===== config.mk =====
export PLATFORM = sky130hd
export DESIGN_NAME = shift_ctrl
export DESIGN_NICKNAME = d
export VERILOG_FILES = /design/src/rtl/shift_ctrl_pkg.sv /design/src/rtl/shift_ctrl_shift_step.sv /design/src/rtl/shift_ctrl.sv
export SDC_FILE = /design/constraint.sdc
export NUM_CORES = 1
export LEC_CHECK = 0
export CORE_MARGIN = 2
export CORE_UTILIZATION = 34
export CTS_BUF_LIST = sky130_fd_sc_hd__clkbuf_2 sky130_fd_sc_hd__clkbuf_4 sky130_fd_sc_hd__clkbuf_8
export CTS_CLUSTER_DIAMETER = 120
export CTS_CLUSTER_SIZE = 20
export DETAILED_ROUTE_END_ITERATION = 8
export HOLD_SLACK_MARGIN = 0.06
export PLACE_DENSITY_LB_ADDON = 0.1
export RECOVER_POWER = 50
export SLEW_MARGIN = 20
export SYNTH_ARGS = -nofsm -noshare
export SYNTH_HDL_FRONTEND = slang
export SYNTH_HIERARCHICAL = 1
export SYNTH_SLANG_ARGS = --single-unit

===== constraint.sdc =====
create_clock -name clk -period 1.4 [get_ports clk]
set_clock_uncertainty 0.15 [all_clocks]
set_input_delay 0.21 -clock clk [delete_from_list [all_inputs] [get_ports clk]]
set_output_delay 0.21 -clock clk [all_outputs]
set_load 0.05 [all_outputs]

===== src/rtl/shift_ctrl_pkg.sv =====
// shift_ctrl_pkg
// Shared encodings for the shift controller: shift operation codes and
// FSM state codes. Imported by shift_ctrl and shift_ctrl_shift_step.
// Build option: SHIFT_CTRL_ROT_EN (see shift_ctrl_shift_step).
package shift_ctrl_pkg;

    typedef enum logic [1:0] {
        OP_LSL = 2'b00,
        OP_LSR = 2'b01,
        OP_ASR = 2'b10,
        OP_ROR = 2'b11
    } op_e;

    typedef enum logic [1:0] {
        ST_IDLE  = 2'b00,
        ST_SHIFT = 2'b01,
        ST_DONE  = 2'b10
    } state_e;

endpackage


===== src/rtl/shift_ctrl_shift_step.sv =====
// shift_ctrl_shift_step
// Combinational single-bit shift of an 8-bit value.
// Ports:
//   val_in  [7:0]  value to shift
//   op             shift operation (op_e)
//   val_out [7:0]  value shifted by one bit
// Build option: SHIFT_CTRL_ROT_EN -- when defined, OP_ROR rotates right
// (bit0 -> bit7); when undefined, OP_ROR is a plain logical right shift
// and no rotate path exists.
module shift_ctrl_shift_step
    import shift_ctrl_pkg::*;
(
    input  logic [7:0] val_in,
    input  op_e        op,
    output logic [7:0] val_out
);

    always_comb begin
        val_out = val_in;
        case (op)
            OP_LSL: val_out = {val_in[6:0], 1'b0};
            OP_LSR: val_out = {1'b0, val_in[7:1]};
            OP_ASR: val_out = {val_in[7], val_in[7:1]};
            OP_ROR: begin
`ifdef SHIFT_CTRL_ROT_EN
                val_out = {val_in[0], val_in[7:1]};
`else
                val_out = {1'b0, val_in[7:1]};
`endif
            end
            default: val_out = val_in;
        endcase
    end

endmodule


===== src/rtl/shift_ctrl.sv =====
// shift_ctrl
// Sequenced 8-bit shifter: on an accepted start, loads d_in and shifts it
// one bit per clock, amt times, using the latched operation, then pulses
// done for one cycle.
// Ports:
//   clk          system clock, rising edge
//   reset_n      asynchronous active-low reset
//   start        command request, sampled only in IDLE
//   op   [1:0]   00 LSL, 01 LSR, 10 ASR, 11 ROR
//   amt  [2:0]   shift distance 0..7
//   d_in [7:0]   operand loaded on accepted start
//   busy         high whenever not IDLE
//   done         one-cycle completion pulse
//   q    [7:0]   registered working/result value
// Build option: SHIFT_CTRL_ROT_EN enables rotate for op 11 (otherwise LSR).
//
// state    | meaning
// ---------+-----------------------------------------------
// ST_IDLE  | waiting for start; q holds last result
// ST_SHIFT | shifting q one bit per clock, cnt counts down
// ST_DONE  | result stable, done pulsed for this one cycle
module shift_ctrl
    import shift_ctrl_pkg::*;
(
    input  logic       clk,
    input  logic       reset_n,
    input  logic       start,
    input  logic [1:0] op,
    input  logic [2:0] amt,
    input  logic [7:0] d_in,
    output logic       busy,
    output logic       done,
    output logic [7:0] q
);

    state_e     state_q, state_d;
    logic [7:0] q_q, q_d;
    logic [2:0] cnt_q, cnt_d;
    op_e        op_q, op_d;
    logic [7:0] step_out;

    shift_ctrl_shift_step u_step (
        .val_in  (q_q),
        .op      (op_q),
        .val_out (step_out)
    );

    always_ff @(posedge clk or negedge reset_n) begin
        if (!reset_n) begin
            state_q <= ST_IDLE;
            q_q     <= 8'h00;
            cnt_q   <= 3'd0;
            op_q    <= OP_LSL;
        end else begin
            state_q <= state_d;
            q_q     <= q_d;
            cnt_q   <= cnt_d;
            op_q    <= op_d;
        end
    end

    always_comb begin
        state_d = state_q;
        case (state_q)
            ST_IDLE: begin
                if (start) begin
                    // Zero distance skips SHIFT so done follows the accept directly.
                    state_d = (amt != 3'd0) ? ST_SHIFT : ST_DONE;
                end
            end
            ST_SHIFT: begin
                // cnt==1 means this edge performs the last shift.
                if (cnt_q == 3'd1) begin
                    state_d = ST_DONE;
                end
            end
            ST_DONE:  state_d = ST_IDLE;
            default:  state_d = ST_IDLE;
        endcase
    end

    always_comb begin
        q_d   = q_q;
        cnt_d = cnt_q;
        op_d  = op_q;
        case (state_q)
            ST_IDLE: begin
                if (start) begin
                    q_d   = d_in;
                    cnt_d = amt;
                    op_d  = op_e'(op);
                end
            end
            ST_SHIFT: begin
                q_d   = step_out;
                cnt_d = cnt_q - 3'd1;
            end
            default: begin
                q_d   = q_q;
                cnt_d = cnt_q;
                op_d  = op_q;
            end
        endcase
    end

    always_comb begin
        busy = (state_q != ST_IDLE);
        done = (state_q == ST_DONE);
    end

    assign q = q_q;

endmodule


* Yosys cells after proc, flatten, opt, wreduce, memory -nomap -nowiden *
Index checks and enable logic that the tools add are counted.

cells by class
  multiplexer cells = 9
  reduce and logical (&&, ||, !) cells = 10
  add/sub/neg operators = 1
  equal/unequal tests = 9

operators by type and width
  kind                                                                    count
  8-bit case mux with 3 select lines                                      1
  8-bit case mux with 2 select lines                                      1
  8-bit 2-to-1 mux                                                        1
  2-bit equality test (second input constant)                             3
  2-bit 2-to-1 mux                                                        3
  2-bit inequality test (second input constant)                           3
  3-bit case mux with 2 select lines                                      1
  2-bit AND reduction                                                     3
  2-bit by 1-bit equality test with 1-bit output (second input constant)  2
  2-bit logical NOT                                                       2
  2-bit case mux with 2 select lines                                      1
  2-bit nonzero test                                                      2
  3-bit by 1-bit equality test with 1-bit output (second input constant)  1
  3-bit 2-to-1 mux                                                        1
  3-bit AND reduction                                                     1
  3-bit nonzero test                                                      1
  3-bit by 1-bit subtractor with 3-bit output (second input constant)     1
  2-bit OR reduction                                                      1

word-level totals
  input port bits = 16
  output and inout bits = 10
  register bits after elaboration = 15

* Longest topological paths before layout *
Gate-level depths: netlist of run 1.

  depth after elaboration = 4
  depth in mapped cells = 5
  gate-level depth less buffers = 5

* Hierarchy *
Netlist of run 1, hierarchy kept.

modules (own cells, without submodules)
  module                 cells an instance  seq. area each (um^2)  area an instance (um^2)  instances
  shift_ctrl             85                 375.4                  848.3                    1
  shift_ctrl_shift_step  10                 0.0                    101.3                    1

* Least setup slack after synthesis of run 1 *
OpenSTA, ideal clock, no wires.

  kind = register to register
  start point = reg op_q[0]
  end point = reg q_q[6] (netlist: q[6])
  arrival time = 1.129 ns
  data required time = 1.118 ns
  stages on the path, launching flop included = 5
  period minus slack after synthesis = 1.411 ns
  buffers on the path = 0
  path slack = -0.011 ns
  cell sequence = dfrtp_1 > nor2_4 > mux2_2 > a22oi_1 > o21ai_1

between the ends
  longest elaborated chain between the ends = 4
  elaborated cells on any way between the ends = 7
  those cells by class = 3 x eq/ne; 2 x mux; 2 x reduce/logical

ends and longest elaborated chain
  item                                                                                   line                         source
  start, declared                                                                        shift_ctrl.sv:39             op_e op_q, op_d;
  start signal, assigned                                                                 shift_ctrl.sv:58             op_q <= op_d;
  2-bit by 1-bit equality test with 1-bit output or 2-bit equality test (tied branches)  shift_ctrl_shift_step.sv:20  case (op)
  2-bit OR reduction (no source line)                                                    n/a
  8-bit case mux with 3 select lines (*)                                                 shift_ctrl_shift_step.sv:20
  named net step_out[6]                                                                  shift_ctrl.sv:40             logic [7:0] step_out;
  8-bit case mux with 2 select lines (*)                                                 shift_ctrl.sv:86             case (state_q)
  end signal, assigned                                                                   shift_ctrl.sv:56             q_q <= q_d;
  end, declared                                                                          shift_ctrl.sv:37             logic [7:0] q_q, q_d;

The timed path passes the listed nets; every way through them passes the cells marked *.
A chain may end at the register's enable or synchronous reset.

* Final worst setup path of run 1 *
  start point = reg state_q[1]
  end point = out done

between the ends
  longest elaborated chain between the ends = 1

ends and longest elaborated chain
  item                    line               source
  start, declared         shift_ctrl.sv:36   state_e state_q, state_d;
  start signal, assigned  shift_ctrl.sv:55   state_q <= state_d;
  2-bit equality test     shift_ctrl.sv:108  done = (state_q == ST_DONE);
  end, declared           shift_ctrl.sv:32   output logic done,

Every way passes these cells.

==> flow_summary.yaml, run 1 <==
floorplanning:
  die_area_um2: 3232
  die_w_um: 56.85
  core_um2: 2710
  fp-row-count: 19
  initial_utilization: 0.3504
  die_h_um: 56.85
  io_pins: 26
layout:
  syn_to_final_growth_pct: 64.30
  finalNonFillerCells: 166
  drive_above_1_share: 0.4296
  fill_cells: 238
  insertedDiodeCount: 0
  final_nets: 154
timing:
  rsz0062_at_grt: "yes"
  hold_slack_ns: 0.3330
  finalWorstSetupSlack_ns: -0.1253
  hold_viol: 0
  worst_pin_slew_ns: 0.9125
  max_freq_mhz: 655.6
  setup_violations: 12
  slew_viol_final: 0
  fin_crit_ns: 1.525
  period_share: 1.090
  max_slew_margin: 0.3917
  fin_setup_tns_ns: -0.9853
yosys:
  synth_cell_type_count: 30
  synth_ff_type: "dfrtp_1"
  syn-cell-area_um2: 949.7
  synth_async_sr_flop_share: 1.000
  synth_edf_count: 0
  synth_cells: 95
  yosys_warnings: 6
  syn-num-nets: 113
  ys_seq_area_frac: 0.3953
  ys_ff_latch: 15
  avgSynthCellArea_um2: 9.996
global_route:
  antenna_found_initial: 0
  grt_usage: 0.1620
  grt_pass1_wl_um: 4015
  grt_max_degree: 16
  grt_overflow: 0
  grt_pass1_vias: 839
placement:
  placed_cells: 156
  io_buffer_count: 25
  dpl.hpwl_um: 1705
  place_congestion: 0.7582
clock_tree:
  clk_path_buf_depth: 2
  ctsHoldBuffers: 0
  insertion_delay_ns: 0.28
  root_buffer: "clkbuf_4"
  cts_made_buffers: 3
  htreeDepth: 1
  tritoncts: "built"
  clkTransAtPathRegs_ns: 0.10
  cts.sinks: 15
drt:
  drcViolationCount: 0
  firstDrtPassIters: 4
  wl_per_cell_um: 15.29
  num_vias: 857
  viasPerCell: 5.163
  first_iter_violations: 10
  drtAntennaViolNets: 0
  wirelength_um: 2538
worst_setup_path:
  crit_family: "flip-flops"
  start_kind: "flip-flop"
  worstPathRequired_ns: 1.04
  path_buf_inv: 2
  cp-end-kind: "primary output"
  arrival_ns: 1.17
  worstPathMaxFanout: 3
  path_class: "flip-flop to primary output"
  cp_cell_sequence: "buf_6 > and2b_1 > buf_12"
  slowest_delay_ns: 0.44
  cp_slowest_cell: "dfrtp_2"
job:
  max-cap-violations: 0
run_status:
  violations: "setup timing"
  status: "finished, violations left"
power:
  powerDensity_nw_per_um2: 2550
  vdd_drop_max_uv: 1730
  power_leakage_nw: 0.6822
  power_w: 0.003978
worst_hold_path:
  hold_path.class: "input port to asynchronous set/reset pin"
sequential cells by signal (all words and copies together) (netlist names):
signal   count
q            8
cnt_q        3
state_q      2
op_q         2
layout by cell type (no fill, tap or decap), types with 4 or more instances in the layout:
master           Yosys  layout
clkbuf_4             0       4
mux2_4               2       8
nor2b_1              9       8
a22oi_2              0       8
buf_4                2      13
a21oi_1              9       9
clkdlybuf4s50_1      0      15
o21ai_1             11      12
dfrtp_1             15      14
buf_12               0      11
final timing paths:
path                                              from                     end  slack [ns]  cells after the start
worst max-delay path            state_q[1]$_DFFE_PN0P_                    done       -0.13                      3
worst min-delay path                           reset_n    cnt_q[2]$_DFFE_PN0P_        0.33                      2
worst max register to register     op_q[0]$_DFFE_PN0P_        q[3]$_DFFE_PN0P_       -0.10                      4
worst min register to register    cnt_q[1]$_DFFE_PN0P_    cnt_q[1]$_DFFE_PN0P_        0.42                      2
max in group asynchronous                      reset_n  state_q[1]$_DFFE_PN0P_        0.16                      2
min in group clk                                 op[0]     op_q[0]$_DFFE_PN0P_        0.39                      2
logic make-up after synthesis:
| logic type | Yosys count | share of synthesized area |
|---|---|---|
| AOI/OAI and AO/OA | 35 | 0.2279 |
| adders and majority gates | 2 | 0.02635 |
| buffers and inverters | 11 | 0.06192 |
| DFF | 15 | 0.3953 |
| muxes | 10 | 0.1238 |
| and+or+nand+nor | 22 | 0.1647 |
synth_stat cells, types with 2 or more instances:
library cell,instances,area share
dfrtp_1,15,0.40
ha_1,2,0.026
nor2b_1,9,0.059
inv_1,5,0.020
mux2_2,6,0.071
mux2i_1,2,0.021
buf_2,2,0.011
a2bb2oi_1,3,0.028
buf_4,2,0.016
a22oi_1,9,0.071
mux2_4,2,0.032
nor2_1,2,0.0079
a21oi_1,9,0.047
o21ai_1,11,0.058
metrics by stage:
step / cell area (um2) / worst slack (ns) / util
2_1_floorplan: 949.7 / -0.01065 / -
3_3_place_gp: 1381 / -0.1557 / 0.5097
3_5_place_dp: 1381 / -0.1687 / 0.5097
4_1_cts: 1475 / -0.1312 / 0.5443
5_1_grt: 1560 / -0.1742 / 0.5757
6_report: 1560 / -0.1253 / 0.5757
layout make-up:
class	instances	area [um2]	area share
multi-input combinational	69	601.8	0.3857
timing repair buffer	42	494.2	0.3168
sequential	15	376.6	0.2414
tap	31	38.79	0.02486
clock buffer	4	30.03	0.01925
inverter	5	18.77	0.01203
timing repair:
| item | 4_1_cts | 5_1_grt |
|---|---|---|
| pin swaps | 2 | 9 |
| setup buffers | 5 | 2 |
| endpoints found under the setup margin | 9 | 17 |
| gates cloned | 0 | 0 |
| gates resized for setup | 7 | 19 |
metal layers:
metal / wire length [um] / up-vias / share of wire / GRT usage
met4: 17 / 0 / 0.0067 / 0.05980
li1: - / 422 / - / -
met1: 1118 / 415 / 0.44 / 0.2203
met3: 110 / 2 / 0.043 / 0.02995
met2: 1291 / 18 / 0.51 / 0.2558
met5: 0 / - / 0 / 0
where the power goes:
part / internal (W) / switching [W] / total [W]
Combinational: 0.00150 / 0.00127 / 0.00278
Sequential: 0.000643 / 0.000281 / 0.000924
Clock: 0.000130 / 0.000149 / 0.000279
Total: 0.00227 / 0.00170 / 0.00398
(Power assumes the default switching activity.)
==> run 2: changes to the inputs <==
==> constraint.sdc (replaced) <==
create_clock -name clk -period 1.4 [get_ports clk]
set_clock_uncertainty 0.15 [all_clocks]
set_input_delay 0.35 -clock clk [delete_from_list [all_inputs] [get_ports clk]]
set_output_delay 0.35 -clock clk [all_outputs]
set_load 0.05 [all_outputs]
==> flow_summary.yaml, run 2 (synthesis gave the netlist of run 1 again) <==
global_route:
  grt_pass1_vias: 885
  grt_overflow: 0
  grt_max_degree: 16
  grtUsageMet2: 0.2625
  met1_usage: 0.2233
  met3_usage: 0.02535
  top_usage_layer: "met2"
  antenna_found_initial: 0
  grt_pass1_wl_um: 4153
  grt_usage: 0.1656
drt:
  num_vias: 911
  wirelength_um: 2582
  wl_per_cell_um: 14.51
  first_iter_violations: 14
  drcViolationCount: 0
  drtAntennaViolNets: 0
  viasPerCell: 5.118
  firstDrtPassIters: 4
layout:
  largest_reg_flops: 8
  regArea_um2: 386.6
  multiInputGateArea_um2: 611.8
  final_nets: 166
  final_cell_mix: "buf_4, clkdlybuf4s50_1, o21ai_1"
  layout_commonest_cell: "buf_4"
  finalNonFillerCells: 178
  final_util: 0.6136
  insertedDiodeCount: 0
  fill_cells: 235
  drive_above_1_share: 0.5374
  syn_to_final_growth_pct: 75.10
clock_tree:
  htreeDepth: 1
  clk_path_buf_depth: 2
  tritoncts: "built"
  cts_made_buffers: 3
  root_buffer: "clkbuf_4"
  clkTransAtPathRegs_ns: 0.10
  cts.sinks: 15
  insertion_delay_ns: 0.28
timing:
  fin_crit_ns: 1.607
  worst_pin_slew_ns: 0.4147
  finalWorstSetupSlack_ns: -0.2073
  slew_viol_final: 0
  setup_violations: 12
  rsz0062_at_grt: "yes"
  max_slew_margin: 0.7235
  period_share: 1.148
  hold_viol: 0
  fin_setup_tns_ns: -1.200
  max_freq_mhz: 622.2
  hold_slack_ns: 0.3650
worst_setup_path:
  crit_family: "flip-flops"
  cp-end-kind: "primary output"
  cp_cell_sequence: "or2_4 > buf_12"
  cp_slowest_cell: "dfrtp_2"
  path_buf_inv: 1
  worstPathMaxFanout: 3
  arrival_ns: 1.11
  worstPathRequired_ns: 0.90
  path_class: "flip-flop to primary output"
  start_kind: "flip-flop"
  slowest_delay_ns: 0.42
floorplanning:
  die_area_um2: 3232
  core_um2: 2710
  die_w_um: 56.85
  io_pins: 26
  initial_utilization: 0.3504
  fp-row-count: 19
  die_h_um: 56.85
job:
  max-cap-violations: 0
placement:
  dpl.hpwl_um: 1623
  io_buffer_count: 25
  placed_cells: 157
  place_congestion: 0.7140
power:
  vdd_drop_max_uv: 1624
  power_w: 0.004181
  power_leakage_nw: 0.7344
  powerDensity_nw_per_um2: 2514
run_status:
  violations: "setup timing"
  status: "finished, violations left"
worst_hold_path:
  hold_path.class: "input port to asynchronous set/reset pin"
-- run 2: cell count changes in the layout (fill, tap and decap cells not counted), moves of 2 or more --
cell	before	now
inv_1	3	5
nor2b_2	0	2
dfrtp_1	14	6
dfrtp_2	1	9
buf_4	13	23
inv_2	2	0
-- run 2: what timing repair did --
item                       CTS  global route
cloned                       0             1
setup endpoints to repair   21            22
resized for setup           22            12
buffers inserted            11             6
pin swaps                   10             3
hold buffers                 0             0
-- run 2: power by group --
group          internal, W  total (W)  leakage, nW  switching (W)
Clock             0.000130   0.000279       0.0184       0.000149
Combinational      0.00165    0.00305        0.541        0.00139
Sequential        0.000664   0.000856        0.175       0.000193
Total              0.00244    0.00418        0.734        0.00174
-- run 2: worst paths after layout --
| kind | start | cells past startpoint | slack (ns) | to |
|---|---|---|---|---|
| max in group asynchronous | reset_n | 2 | 0.42 | q[3]$_DFFE_PN0P_ |
| min | reset_n | 2 | 0.36 | cnt_q[0]$_DFFE_PN0P_ |
| max | state_q[0]$_DFFE_PN0P_ | 2 | -0.21 | busy |
| min in group clk | cnt_q[1]$_DFFE_PN0P_ | 3 | 0.48 | cnt_q[1]$_DFFE_PN0P_ |
| min reg2reg | cnt_q[1]$_DFFE_PN0P_ | 3 | 0.48 | cnt_q[1]$_DFFE_PN0P_ |
| max reg2reg | op_q[0]$_DFFE_PN0P_ | 4 | -0.10 | q[5]$_DFFE_PN0P_ |
-- run 2: layout make-up --
type | instances | area share
clock buffer | 4 | 0.01806
inverter | 5 | 0.01129
multi-input combinational | 70 | 0.3679
sequential | 15 | 0.2325
tap | 31 | 0.02333
timing repair buffer | 53 | 0.3469
-- run 2: worst reg2reg max path, stage by stage, from the launching register on --
cell	delay [ns]
dfrtp_1	0.42
nor2_4	0.28
mux2_4	0.34
a22oi_2	0.11
o21ai_1	0.09
-- run 2: through the flow --
step | setup WS, ns | area [um2]
floorplan | -0.02276 | 963.4
global placement | -0.2915 | 1396
detailed placement | -0.3122 | 1396
CTS | -0.2347 | 1574
global route | -0.2412 | 1663
finish | -0.2073 | 1663
-- run 2: metal layers --
layer / up-vias / routed length, um
met5: - / 0
met4: 0 / 17
met3: 2 / 95
met2: 14 / 1215
met1: 448 / 1253
li1: 447 / -
==> run 3: changes to the inputs <==
--- a/config.mk
+++ b/config.mk
@@ -11,6 +11,7 @@
 export CTS_CLUSTER_DIAMETER = 120
 export CTS_CLUSTER_SIZE = 20
 export DETAILED_ROUTE_END_ITERATION = 8
+export GPL_TIMING_DRIVEN = 1
 export HOLD_SLACK_MARGIN = 0.06
 export PLACE_DENSITY_LB_ADDON = 0.1
 export RECOVER_POWER = 50
==> results of run 3 <==
Same layout as run 2: the final DEF is identical, and so are final timing and power.
